**config.mk**
```make
export PLATFORM = sky130hd
export DESIGN_NAME = alu_op_sequencer
export DESIGN_NICKNAME = d
export VERILOG_FILES = /design/src/rtl/alu_ctrl_pkg.sv /design/src/rtl/alu_op_decoder.sv /design/src/rtl/alu_op_sequencer.sv
export SDC_FILE = /design/constraint.sdc
export NUM_CORES = 1
export LEC_CHECK = 0
export ABC_AREA = 1
export CAP_MARGIN = 30
export CORE_MARGIN = 4
export CORE_UTILIZATION = 47
export DETAILED_ROUTE_END_ITERATION = 10
export HOLD_SLACK_MARGIN = 0.02
export PLACE_DENSITY = 0.74
export SLEW_MARGIN = 0
export SYNTH_ARGS = -nofsm -noshare
export SYNTH_HDL_FRONTEND = slang
export SYNTH_SLANG_ARGS = --single-unit
```
**constraint.sdc**
```tcl
create_clock -name clk -period 1.7 [get_ports clk]
set_clock_uncertainty 0.2 [all_clocks]
set_input_delay 0.17 -clock clk [delete_from_list [all_inputs] [get_ports clk]]
set_output_delay 0.17 -clock clk [all_outputs]
set_load 0.01 [all_outputs]
```
**src/rtl/alu_ctrl_pkg.sv**
```systemverilog
`default_nettype none
// ============================================================================
// Module      : alu_ctrl_pkg
// Description : Shared opcode/controller codes, sequencer state and
//               latency-class types for the ALU operation sequencer.
// Revision    : 1.0 - initial release
// ============================================================================
package alu_ctrl_pkg;

    localparam logic [3:0] OP_AND  = 4'b0000;
    localparam logic [3:0] OP_NAND = 4'b0001;
    localparam logic [3:0] OP_OR   = 4'b0010;
    localparam logic [3:0] OP_NOR  = 4'b0011;
    localparam logic [3:0] OP_XOR  = 4'b0100;
    localparam logic [3:0] OP_XNOR = 4'b0101;
    localparam logic [3:0] OP_NOT  = 4'b0110;
    localparam logic [3:0] OP_ADD  = 4'b0111;
    localparam logic [3:0] OP_SUB  = 4'b1000;
    localparam logic [3:0] OP_MUL  = 4'b1001;
    localparam logic [3:0] OP_DIV  = 4'b1010;

    typedef enum logic [1:0] {
        IDLE = 2'd0,
        EXEC = 2'd1,
        DONE = 2'd2
    } state_t;

    typedef enum logic [1:0] {
        LAT_LOGIC  = 2'd0,
        LAT_ADDSUB = 2'd1,
        LAT_MUL    = 2'd2,
        LAT_DIV    = 2'd3
    } lat_class_t;

    function automatic int max_lat(input int a, input int b, input int c, input int d);
        int m;
        m = a;
        if (b > m) m = b;
        if (c > m) m = c;
        if (d > m) m = d;
        return m;
    endfunction

endpackage
`default_nettype wire

```
**src/rtl/alu_op_decoder.sv**
```systemverilog
`default_nettype none
// ============================================================================
// Module      : alu_op_decoder
// Description : Combinational opcode decode to controller code and latency
//               class. Illegal flag output present with ALU_ILLEGAL_OP_TRAP_EN.
// Revision    : 1.0 - initial release
// ============================================================================
module alu_op_decoder
    import alu_ctrl_pkg::*;
(
    input  logic [3:0] i_op,
    output logic [3:0] o_ctrl,
    output lat_class_t o_lat_class
`ifdef ALU_ILLEGAL_OP_TRAP_EN
    ,
    output logic       o_illegal
`endif
);

    logic w_illegal;

    // Illegal opcodes fall back to AND at logic latency.
    always_comb begin
        o_ctrl      = OP_AND;
        o_lat_class = LAT_LOGIC;
        w_illegal   = 1'b0;
        case (i_op)
            OP_AND, OP_NAND, OP_OR, OP_NOR, OP_XOR, OP_XNOR, OP_NOT: begin
                o_ctrl      = i_op;
                o_lat_class = LAT_LOGIC;
            end
            OP_ADD, OP_SUB: begin
                o_ctrl      = i_op;
                o_lat_class = LAT_ADDSUB;
            end
            OP_MUL: begin
                o_ctrl      = i_op;
                o_lat_class = LAT_MUL;
            end
            OP_DIV: begin
                o_ctrl      = i_op;
                o_lat_class = LAT_DIV;
            end
            default: begin
                w_illegal = 1'b1;
            end
        endcase
    end

`ifdef ALU_ILLEGAL_OP_TRAP_EN
    assign o_illegal = w_illegal;
`else
    logic w_unused;
    assign w_unused = w_illegal;
`endif

endmodule
`default_nettype wire

```
**src/rtl/alu_op_sequencer.sv**
```systemverilog
`default_nettype none
// ============================================================================
// Module      : alu_op_sequencer
// Description : Valid/ready operation sequencer holding the ALU enabled for a
//               per-class latency. Optional macro: ALU_ILLEGAL_OP_TRAP_EN.
// Revision    : 1.0 - initial release
// ============================================================================
module alu_op_sequencer
    import alu_ctrl_pkg::*;
#(
    parameter int LOGIC_LAT  = 1,
    parameter int ADDSUB_LAT = 1,
    parameter int MUL_LAT    = 4,
    parameter int DIV_LAT    = 8,
    parameter int CNT_W      = $clog2(max_lat(LOGIC_LAT, ADDSUB_LAT, MUL_LAT, DIV_LAT)) + 1
) (
    input  logic       clk,
    input  logic       reset,
    input  logic       op_valid,
    output logic       op_ready,
    input  logic [3:0] operation_type,
    output logic [3:0] controller,
    output logic       alu_en,
    output logic       res_valid,
    input  logic       res_ready
`ifdef ALU_ILLEGAL_OP_TRAP_EN
    ,
    output logic       illegal_op
`endif
);

    localparam logic [CNT_W-1:0] c_LOGIC_LOAD  = CNT_W'(LOGIC_LAT - 1);
    localparam logic [CNT_W-1:0] c_ADDSUB_LOAD = CNT_W'(ADDSUB_LAT - 1);
    localparam logic [CNT_W-1:0] c_MUL_LOAD    = CNT_W'(MUL_LAT - 1);
    localparam logic [CNT_W-1:0] c_DIV_LOAD    = CNT_W'(DIV_LAT - 1);
    localparam logic [CNT_W-1:0] c_ONE         = CNT_W'(1);

    state_t           r_state;
    logic [CNT_W-1:0] r_cnt;
    logic [3:0]       r_controller;
    logic             r_alu_en;
    logic             r_res_valid;
    logic [3:0]       w_dec_ctrl;
    lat_class_t       w_lat_class;
    logic [CNT_W-1:0] w_load;

`ifdef ALU_ILLEGAL_OP_TRAP_EN
    logic w_dec_illegal;
    logic r_illegal;

    alu_op_decoder u_dec (
        .i_op        (operation_type),
        .o_ctrl      (w_dec_ctrl),
        .o_lat_class (w_lat_class),
        .o_illegal   (w_dec_illegal)
    );

    assign illegal_op = r_illegal;

    always_ff @(posedge clk or posedge reset) begin
        if (reset) begin
            r_illegal <= 1'b0;
        end else if (r_state == IDLE && op_valid && w_dec_illegal) begin
            r_illegal <= 1'b1;
        end
    end
`else
    alu_op_decoder u_dec (
        .i_op        (operation_type),
        .o_ctrl      (w_dec_ctrl),
        .o_lat_class (w_lat_class)
    );
`endif

    always_comb begin
        w_load = c_LOGIC_LOAD;
        case (w_lat_class)
            LAT_LOGIC:  w_load = c_LOGIC_LOAD;
            LAT_ADDSUB: w_load = c_ADDSUB_LOAD;
            LAT_MUL:    w_load = c_MUL_LOAD;
            LAT_DIV:    w_load = c_DIV_LOAD;
            default:    w_load = c_LOGIC_LOAD;
        endcase
    end

    // Counter holds remaining EXEC cycles minus one; zero means last cycle.
    always_ff @(posedge clk or posedge reset) begin
        if (reset) begin
            r_state      <= IDLE;
            r_cnt        <= '0;
            r_controller <= OP_AND;
            r_alu_en     <= 1'b0;
            r_res_valid  <= 1'b0;
        end else begin
            case (r_state)
                IDLE: begin
                    if (op_valid) begin
                        r_controller <= w_dec_ctrl;
                        r_cnt        <= w_load;
                        r_alu_en     <= 1'b1;
                        r_state      <= EXEC;
                    end
                end
                EXEC: begin
                    if (r_cnt == '0) begin
                        r_alu_en    <= 1'b0;
                        r_res_valid <= 1'b1;
                        r_state     <= DONE;
                    end else begin
                        r_cnt <= r_cnt - c_ONE;
                    end
                end
                DONE: begin
                    if (res_ready) begin
                        r_res_valid <= 1'b0;
                        r_state     <= IDLE;
                    end
                end
                default: begin
                    r_state     <= IDLE;
                    r_alu_en    <= 1'b0;
                    r_res_valid <= 1'b0;
                end
            endcase
        end
    end

    assign op_ready   = (r_state == IDLE);
    assign controller = r_controller;
    assign alu_en     = r_alu_en;
    assign res_valid  = r_res_valid;

endmodule
`default_nettype wire
```
==> impl_metrics.json, run 1 <==
{
  "outcome": "finished with violations",
  "violations": "negative hold slack",
  "clock_sinks": 12,
  "synthCells": 85,
  "crit_chain": "clkdlybuf4s50_1",
  "startpoint": "controller[0]",
  "postRouteAntennaNets": 0,
  "syn-cell-area_um2": 653,
  "fillers": 123,
  "cp_slowest_stage_delay_ns": 0.54,
  "grt_pass1_vias": 572,
  "synthAdderAreaFrac": 0.0192,
  "synth.yosys.seq_area_share": 0.460,
  "drc": 0,
  "post_cts_buffers": 0,
  "cpLargestDelayFamily": "buffers and inverters",
  "slew_headroom": 0.695,
  "synth_area_leaders": "dfrtp_1 46%, nand2_1 14%, inv_1 8.0%",
  "clk_pin_slew_ns": 0.08,
  "dr.pass1.iters": 4,
  "dp_hpwl_um": 1020,
  "synth_cell_types": 17,
  "syn_to_final_growth_pct": 25.9,
  "hold_viol_final": 6,
  "maxCapViolations": 0,
  "fin_crit_ns": 1.53,
  "die_x_um": 45.3,
  "p_leak_nw": 0.455,
  "critPathLaunchType": "flop",
  "nets": 112,
  "ys_seq_elements": 12,
  "final_cell_mix": "25 x nand2_1, 14 x inv_1, 13 x clkdlybuf4s50_1, 12 x dfrtp_1, 9 x nand3_1",
  "fmax_mhz": 652,
  "fin_util": 0.632,
  "via_per_inst": 5.03,
  "worstMarginPinSlew_ns": 0.456,
  "critPathMaxFanout": 2,
  "setup_violations": 0,
  "reg2reg_from": "r_cnt[0]",
  "cts_root_buffer": "clkbuf_4",
  "synth_compound_area_frac": 0.0536,
  "drt-total-wl_um": 1350,
  "drive_above_1_share": 0.119,
  "antenna_found_initial": 0,
  "tns_ns": 0,
  "worstPathRequired_ns": 1.33,
  "rsz0062_at_grt": "false",
  "routed-via-count": 584,
  "final_common_cell": "nand2_1",
  "p_per_area_nw_per_um2": 1710,
  "hold_slack_ns": -0.00154,
  "num_io_pins": 15,
  "grt.overflow.total": 0,
  "post_drt_wl_per_cell_um": 11.6,
  "end_kind": "output port",
  "cts_tree": "built",
  "core_area_um2": 1300,
  "start_util": 0.502,
  "diodes": 0,
  "vdd_ir_drop_max_uv": 929,
  "cts_made_buffers": 3,
  "crit_buf_inv": 1,
  "cp.arrival_ns": 1.16,
  "synthMuxAreaShare": 0,
  "drtIter0Drc": 6,
  "die_area_um2": 2050,
  "h-tree-depth": 1,
  "place_inst": 113,
  "fin_cells": 116,
  "setup_slack_ns": 0.167,
  "syn_area_per_cell_um2": 7.68,
  "syn-num-nets": 94,
  "p_total_mw": 1.41,
  "yosys_warnings": 0,
  "portBuffers": 14,
  "period_share": 0.902,
  "die_y_um": 45.3,
  "dp_slack_ns": 0.200,
  "yosys.area_share.xor_xnor": 0,
  "cts_buffer_depth": 2,
  "std_cell_rows": 13,
  "grt_pass1_wl_um": 2390,
  "synth_top_area_cell": "dfrtp_1",
  "synthSimpleGateAreaFrac": 0.364,
  "placed_cell_area_um2": 801,
  "min_path_type": "in2async",
  "critPathSlowestCell": "clkdlybuf4s50_1",
  "gp_routability_congestion": 0.788,
  "worstSkewPairLatency_ns": 0.27,
  "synth_top_area_frac": 0.460,
  "path_class": "reg2out",
  "fin_area_um2": 822,
  "grt_max_degree": 13,
  "drv_slew": 0,
  "grt_use_total": 0.163,
  "synth_top_family_by_area": "simple AND/OR/NAND/NOR gates"
}
==> synth_stat cells, drive strengths merged <==
cell type   n
nand2      29
inv        15
dfrtp      12
nand3       9
nor2        9
nand4       3
o31ai       2
a21oi       1
buf         1
ha          1
nand3b      1
o21ai       1
or2         1
==> worst register-to-register path: cells and delay by family (launching register included) <==
| kind | cells | cell delay [ns] |
|---|---|---|
| buffers and inverters | 1 | 0.10 |
| adders and majority gates | 1 | 0.20 |
| DFF | 1 | 0.40 |
| and+or+nand+nor | 5 | 0.50 |
==> area by class of cell <==
type	count	area, um2	share of cell area
Timing Repair Buffer	14	139	0.169
Clock buffer	3	22.5	0.0274
Tap cell	15	18.8	0.0228
Inverter	15	56.3	0.0685
Sequential cell	12	300	0.365
Multi-Input combinational cell	57	285	0.347
==> path summary, 6_finish.rpt <==
path	slack, ns	cells after the start	to
worst max-delay path	0.17	1	controller[0]
worst min-delay path	-0.002	2	controller[1]
worst max register to register	0.19	7	r_cnt[0]
worst min register to register	0.29	2	controller[1]
max in group asynchronous	0.99	2	r_cnt[0]
min in group clk	0.29	2	controller[1]
==> flip-flops by register name (all words and copies together) (netlist names) <==
name	count
alu_en	1
r_cnt	4
r_state	2
controller	4
res_valid	1
==> metal layers <==
| metal | up-vias | track usage | wire (um) |
|---|---|---|---|
| met2 | 13 | 0.257 | 675 |
| met5 | - | 0 | 0 |
| li1 | 298 | - | - |
| met3 | 2 | 0.0398 | 60 |
| met4 | 0 | 0.0877 | 14 |
| met1 | 271 | 0.203 | 598 |
==> repair_timing <==
item / CTS / global route
gates resized for setup: 1 / 0
hold buffers: 0 / 0
setup endpoints to repair: 1 / 0
==> where the power goes <==
group / internal [mW] / switching (mW) / total [mW] / leakage [nW]
Clock: 0.0819 / 0.0957 / 0.178 / 0.0138
Sequential: 0.409 / 0.0785 / 0.488 / 0.154
Combinational: 0.322 / 0.422 / 0.744 / 0.286
Total: 0.813 / 0.596 / 1.41 / 0.455
==> cells by family (layout without fill, tap and decap cells) <==
family	count (synthesis)	after routing
buffers and inverters	16	32
and+or+nand+nor	52	52
AOI/OAI and AO/OA	4	4
adders and majority gates	1	1
DFF	12	12
(Power assumes the default switching activity.)
==> inputs of run 2 (changes only) <==
--- a/config.mk
+++ b/config.mk
@@ -11,8 +11,7 @@
 export CORE_UTILIZATION = 47
 export DETAILED_ROUTE_END_ITERATION = 10
 export HOLD_SLACK_MARGIN = 0.02
-export PLACE_DENSITY = 0.74
-export SLEW_MARGIN = 0
+export PLACE_DENSITY = 0.76
 export SYNTH_ARGS = -nofsm -noshare
 export SYNTH_HDL_FRONTEND = slang
 export SYNTH_SLANG_ARGS = --single-unit
==> run 2 against run 1 <==
  * The flow now finishes without violations
  * Global-route usage is 0.21 points higher
  * Via count stayed put
  * Register-to-register slack hardly changed
  * Final area is 1.7% higher
  * Power is 4.1% higher
  * Non-clock buffer count stayed put
  * Sequential share of layout area is 0.60 points lower
  * Clock-buffer cell count is 1 higher
  * Combinational power hardly changed
  * Cell count is 0.86% higher
  * Sequential cell count stayed put
==> impl_metrics.json, run 2 (synthesis gave the netlist of run 1 again) <==
{
  "core_area_um2": 1300,
  "cpLargestDelayFamily": "buffers and inverters",
  "gp_routability_congestion": 0.780,
  "post_drt_wl_per_cell_um": 11.8,
  "drt-total-wl_um": 1390,
  "p_total_mw": 1.47,
  "postRouteAntennaNets": 0,
  "num_io_pins": 15,
  "final_cell_mix": "25 x nand2_1, 14 x inv_1, 13 x clkdlybuf4s50_1, 12 x dfrtp_1, 9 x nand3_1",
  "end_kind": "output port",
  "min_path_type": "in2async",
  "drtIter0Drc": 4,
  "cp_slowest_stage_delay_ns": 0.54,
  "drive_above_1_share": 0.127,
  "final_common_cell": "nand2_1",
  "die_y_um": 45.3,
  "diodes": 0,
  "critPathSlowestCell": "clkdlybuf4s50_1",
  "setup_violations": 0,
  "grt_pass1_vias": 564,
  "vdd_ir_drop_max_uv": 800,
  "dp_hpwl_um": 1090,
  "rsz0062_at_grt": "false",
  "p_leak_nw": 0.462,
  "critPathMaxFanout": 2,
  "fillers": 118,
  "grt.overflow.total": 0,
  "cts_made_buffers": 3,
  "h-tree-depth": 1,
  "hold_viol_final": 0,
  "drv_slew": 0,
  "dr.pass1.iters": 4,
  "critPathLaunchType": "flop",
  "worstPathRequired_ns": 1.33,
  "die_x_um": 45.3,
  "tns_ns": 0,
  "clk_pin_slew_ns": 0.08,
  "p_per_area_nw_per_um2": 1760,
  "cts_hold_buf": 0,
  "seq_area_um2": 300,
  "outcome": "finished clean",
  "antenna_found_initial": 0,
  "maxCapViolations": 0,
  "grt_pass1_wl_um": 2390,
  "die_area_um2": 2050,
  "fin_crit_ns": 1.55,
  "grt_use_total": 0.165,
  "nets": 112,
  "path_class": "reg2out",
  "via_per_inst": 4.99,
  "worstSkewPairLatency_ns": 0.27,
  "crit_buf_inv": 1,
  "grt_max_degree": 13,
  "fmax_mhz": 645,
  "cts_tree": "built",
  "multiInputGateArea_um2": 285,
  "drc": 0,
  "period_share": 0.912,
  "post_cts_buffers": 0,
  "cts_root_buffer": "clkbuf_4",
  "portBuffers": 14,
  "routed-via-count": 584,
  "start_util": 0.502,
  "clock_sinks": 12,
  "cts_buffer_depth": 2,
  "cts_resized": 1,
  "std_cell_rows": 13,
  "slew_headroom": 0.681,
  "crit_chain": "clkdlybuf4s50_1",
  "cp.arrival_ns": 1.18,
  "worstMarginPinSlew_ns": 0.478,
  "syn_to_final_growth_pct": 28.0
}
-- run 2: changes by cell type in the layout (fill, tap and decap cells not counted) --
cell / previous run / this run
clkbuf_8: 0 / 1
-- run 2: path summary, 6_finish.rpt --
path / from / end / slack, ns / cells past startpoint
max in group asynchronous: reset / r_cnt[3] / 0.97 / 2
worst min-delay path: reset / controller[0] / 0.005 / 2
worst max register to register: r_cnt[0] / r_cnt[0] / 0.20 / 7
worst max-delay path: controller[1] / controller[1] / 0.15 / 1
min in group clk: controller[0] / controller[0] / 0.30 / 2
worst min register to register: controller[0] / controller[0] / 0.30 / 2
-- run 2: layout make-up --
type / count / area share
Sequential cell: 12 / 0.359
Multi-Input combinational cell: 57 / 0.341
Timing Repair Buffer: 14 / 0.166
Inverter: 15 / 0.0674
Clock buffer: 4 / 0.0434
Tap cell: 15 / 0.0225
-- run 2: where the power goes --
part           leakage (nW)  switching [mW]  total, mW  internal [mW]
logic                 0.286           0.421      0.743          0.322
clock network        0.0210          0.0993      0.229          0.130
registers             0.154          0.0857      0.495          0.409
-- run 2: metrics by stage --
step,setup WS [ns],instances,hold WS (ns),area [um2],utilization
after floorplan,0.343,85,-0.165,653,-
after global placement,0.234,113,0.254,801,0.615
after detailed placement,0.201,113,0.276,801,0.615
after CTS,0.136,117,0.0218,836,0.642
after global routing,0.0814,117,0.0348,836,0.642
final,0.150,117,0.00533,836,0.642
-- run 2: layer usage --
| metal | track usage | share of wire |
|---|---|---|
| met2 | 0.285 | 0.50 |
| met4 | 0.0702 | 0.017 |
| met3 | 0.0438 | 0.048 |
| met5 | 0 | 0 |
| met1 | 0.190 | 0.44 |
==> inputs of run 3 (changes only) <==
--- a/config.mk
+++ b/config.mk
@@ -7,11 +7,14 @@
 export LEC_CHECK = 0
 export ABC_AREA = 1
 export CAP_MARGIN = 30
+export CELL_PAD_IN_SITES_DETAIL_PLACEMENT = 0
+export CELL_PAD_IN_SITES_GLOBAL_PLACEMENT = 2
+export CORE_ASPECT_RATIO = 0.8
 export CORE_MARGIN = 4
-export CORE_UTILIZATION = 47
+export CORE_UTILIZATION = 26
 export DETAILED_ROUTE_END_ITERATION = 10
 export HOLD_SLACK_MARGIN = 0.02
-export PLACE_DENSITY = 0.76
+export PLACE_DENSITY_LB_ADDON = 0.1
 export SYNTH_ARGS = -nofsm -noshare
 export SYNTH_HDL_FRONTEND = slang
 export SYNTH_SLANG_ARGS = --single-unit
==> run 3 against run 2 <==
  * Routed wire length increased by 3.0%
  * Sequential power fell by 2%
  * Clock power hardly changed
  * Fmax up 0.68%
  * Critical path depth unchanged
  * Cell count grew 16%
  * Global-route usage fell by 6.1 points
  * Final area grew 2.8%
  * Largest cell class unchanged
==> impl_metrics.json, run 3 (synthesis gave the netlist of run 1 again) <==
{
  "post_drt_wl_per_cell_um": 10.5,
  "tns_ns": 0,
  "vdd_ir_drop_max_uv": 500,
  "worstSkewPairLatency_ns": 0.27,
  "num_io_pins": 15,
  "cts_resized": 1,
  "place_inst": 132,
  "setup_violations": 0,
  "start_util": 0.288,
  "syn_to_final_growth_pct": 31.6,
  "worstPathRequired_ns": 1.33,
  "slew_headroom": 0.671,
  "cts_root_buffer": "clkbuf_4",
  "cp_slowest_stage_delay_ns": 0.54,
  "worstMarginPinSlew_ns": 0.493,
  "drv_slew": 0,
  "clock_sinks": 12,
  "die_x_um": 64.0,
  "postRouteAntennaNets": 0,
  "critPathMaxFanout": 2,
  "rsz0062_at_grt": "false",
  "fin_crit_ns": 1.54,
  "portBuffers": 14,
  "grt_use_total": 0.104,
  "grt_pass1_wl_um": 2660,
  "dp_hpwl_um": 1120,
  "clk_pin_slew_ns": 0.08,
  "dr.pass1.iters": 2,
  "maxCapViolations": 0,
  "grt.overflow.total": 0,
  "cts_buffer_depth": 2,
  "grt_max_degree": 13,
  "fmax_mhz": 650,
  "h-tree-depth": 1,
  "hold_viol_final": 0,
  "cts_made_buffers": 3,
  "final_cell_mix": "25 x nand2_1, 14 x inv_1, 13 x clkdlybuf4s50_1, 12 x dfrtp_1, 9 x nand3_1",
  "std_cell_rows": 15,
  "cts_hold_buf": 0,
  "p_leak_nw": 0.462,
  "cp.arrival_ns": 1.17,
  "die_y_um": 52.8,
  "end_kind": "output port",
  "core_area_um2": 2270,
  "critPathSlowestCell": "clkdlybuf4s50_1",
  "post_cts_buffers": 0,
  "min_path_type": "in2async",
  "routed-via-count": 579,
  "critPathLaunchType": "flop",
  "final_common_cell": "nand2_1",
  "period_share": 0.905,
  "drc": 0,
  "drt-total-wl_um": 1430,
  "p_per_area_nw_per_um2": 1700,
  "fin_area_um2": 860,
  "nets": 112,
  "antenna_found_initial": 0,
  "cpLargestDelayFamily": "buffers and inverters",
  "drtIter0Drc": 21,
  "drive_above_1_share": 0.127,
  "p_total_mw": 1.46,
  "crit_chain": "clkdlybuf4s50_1",
  "cts_tree": "built",
  "gp_routability_congestion": 0.731,
  "grt_pass1_vias": 591,
  "placed_cell_area_um2": 825,
  "outcome": "finished clean",
  "die_area_um2": 3380,
  "via_per_inst": 4.26,
  "path_class": "reg2out",
  "fin_cells": 136,
  "crit_buf_inv": 1,
  "diodes": 0
}
run 3: layout make-up:
cell class / instances / area [um2]
Tap cell: 34 / 42.5
Timing Repair Buffer: 14 / 139
Fill cell: 246 / 1410
Multi-Input combinational cell: 57 / 285
Inverter: 15 / 56.3
Clock buffer: 4 / 36.3
Sequential cell: 12 / 300
run 3: power breakdown:
group / internal (mW) / total (mW) / switching (mW) / leakage [nW]
registers: 0.409 / 0.487 / 0.0780 / 0.154
logic: 0.324 / 0.741 / 0.418 / 0.286
clock network: 0.130 / 0.230 / 0.0996 / 0.0210
run 3: layer usage:
layer,wire (um),global-route usage,up-vias
met5,0,0,-
met4,12,0.0215,0
met3,99,0.0451,2
met2,613,0.163,12
met1,702,0.132,268
li1,-,-,297
run 3: final timing paths:
path	start	to	slack, ns	depth (start not counted)
min in group clk	res_valid	res_valid	0.28	2
min	reset	controller[1]	0.01	2
min reg2reg	res_valid	res_valid	0.28	2
max in group asynchronous	reset	controller[2]	0.95	2
max reg2reg	r_cnt[0]	r_cnt[0]	0.22	7
max	controller[0]	controller[0]	0.16	1
run 3: stage by stage:
step,utilization,hold slack [ns],setup slack [ns]
floorplan,-,-0.165,0.343
global placement,0.363,0.259,0.198
detailed placement,0.363,0.263,0.208
CTS,0.379,0.0301,0.145
global route,0.379,0.0617,0.0706
finish,0.379,0.0134,0.161
run 3: worst reg2reg max path, delay by kind of cell, from the launching register on:
kind          cells  cell delay (ns)
simple gates      5             0.48
flops             1             0.40
fa+ha+maj         1             0.19
buf+inv           1             0.10
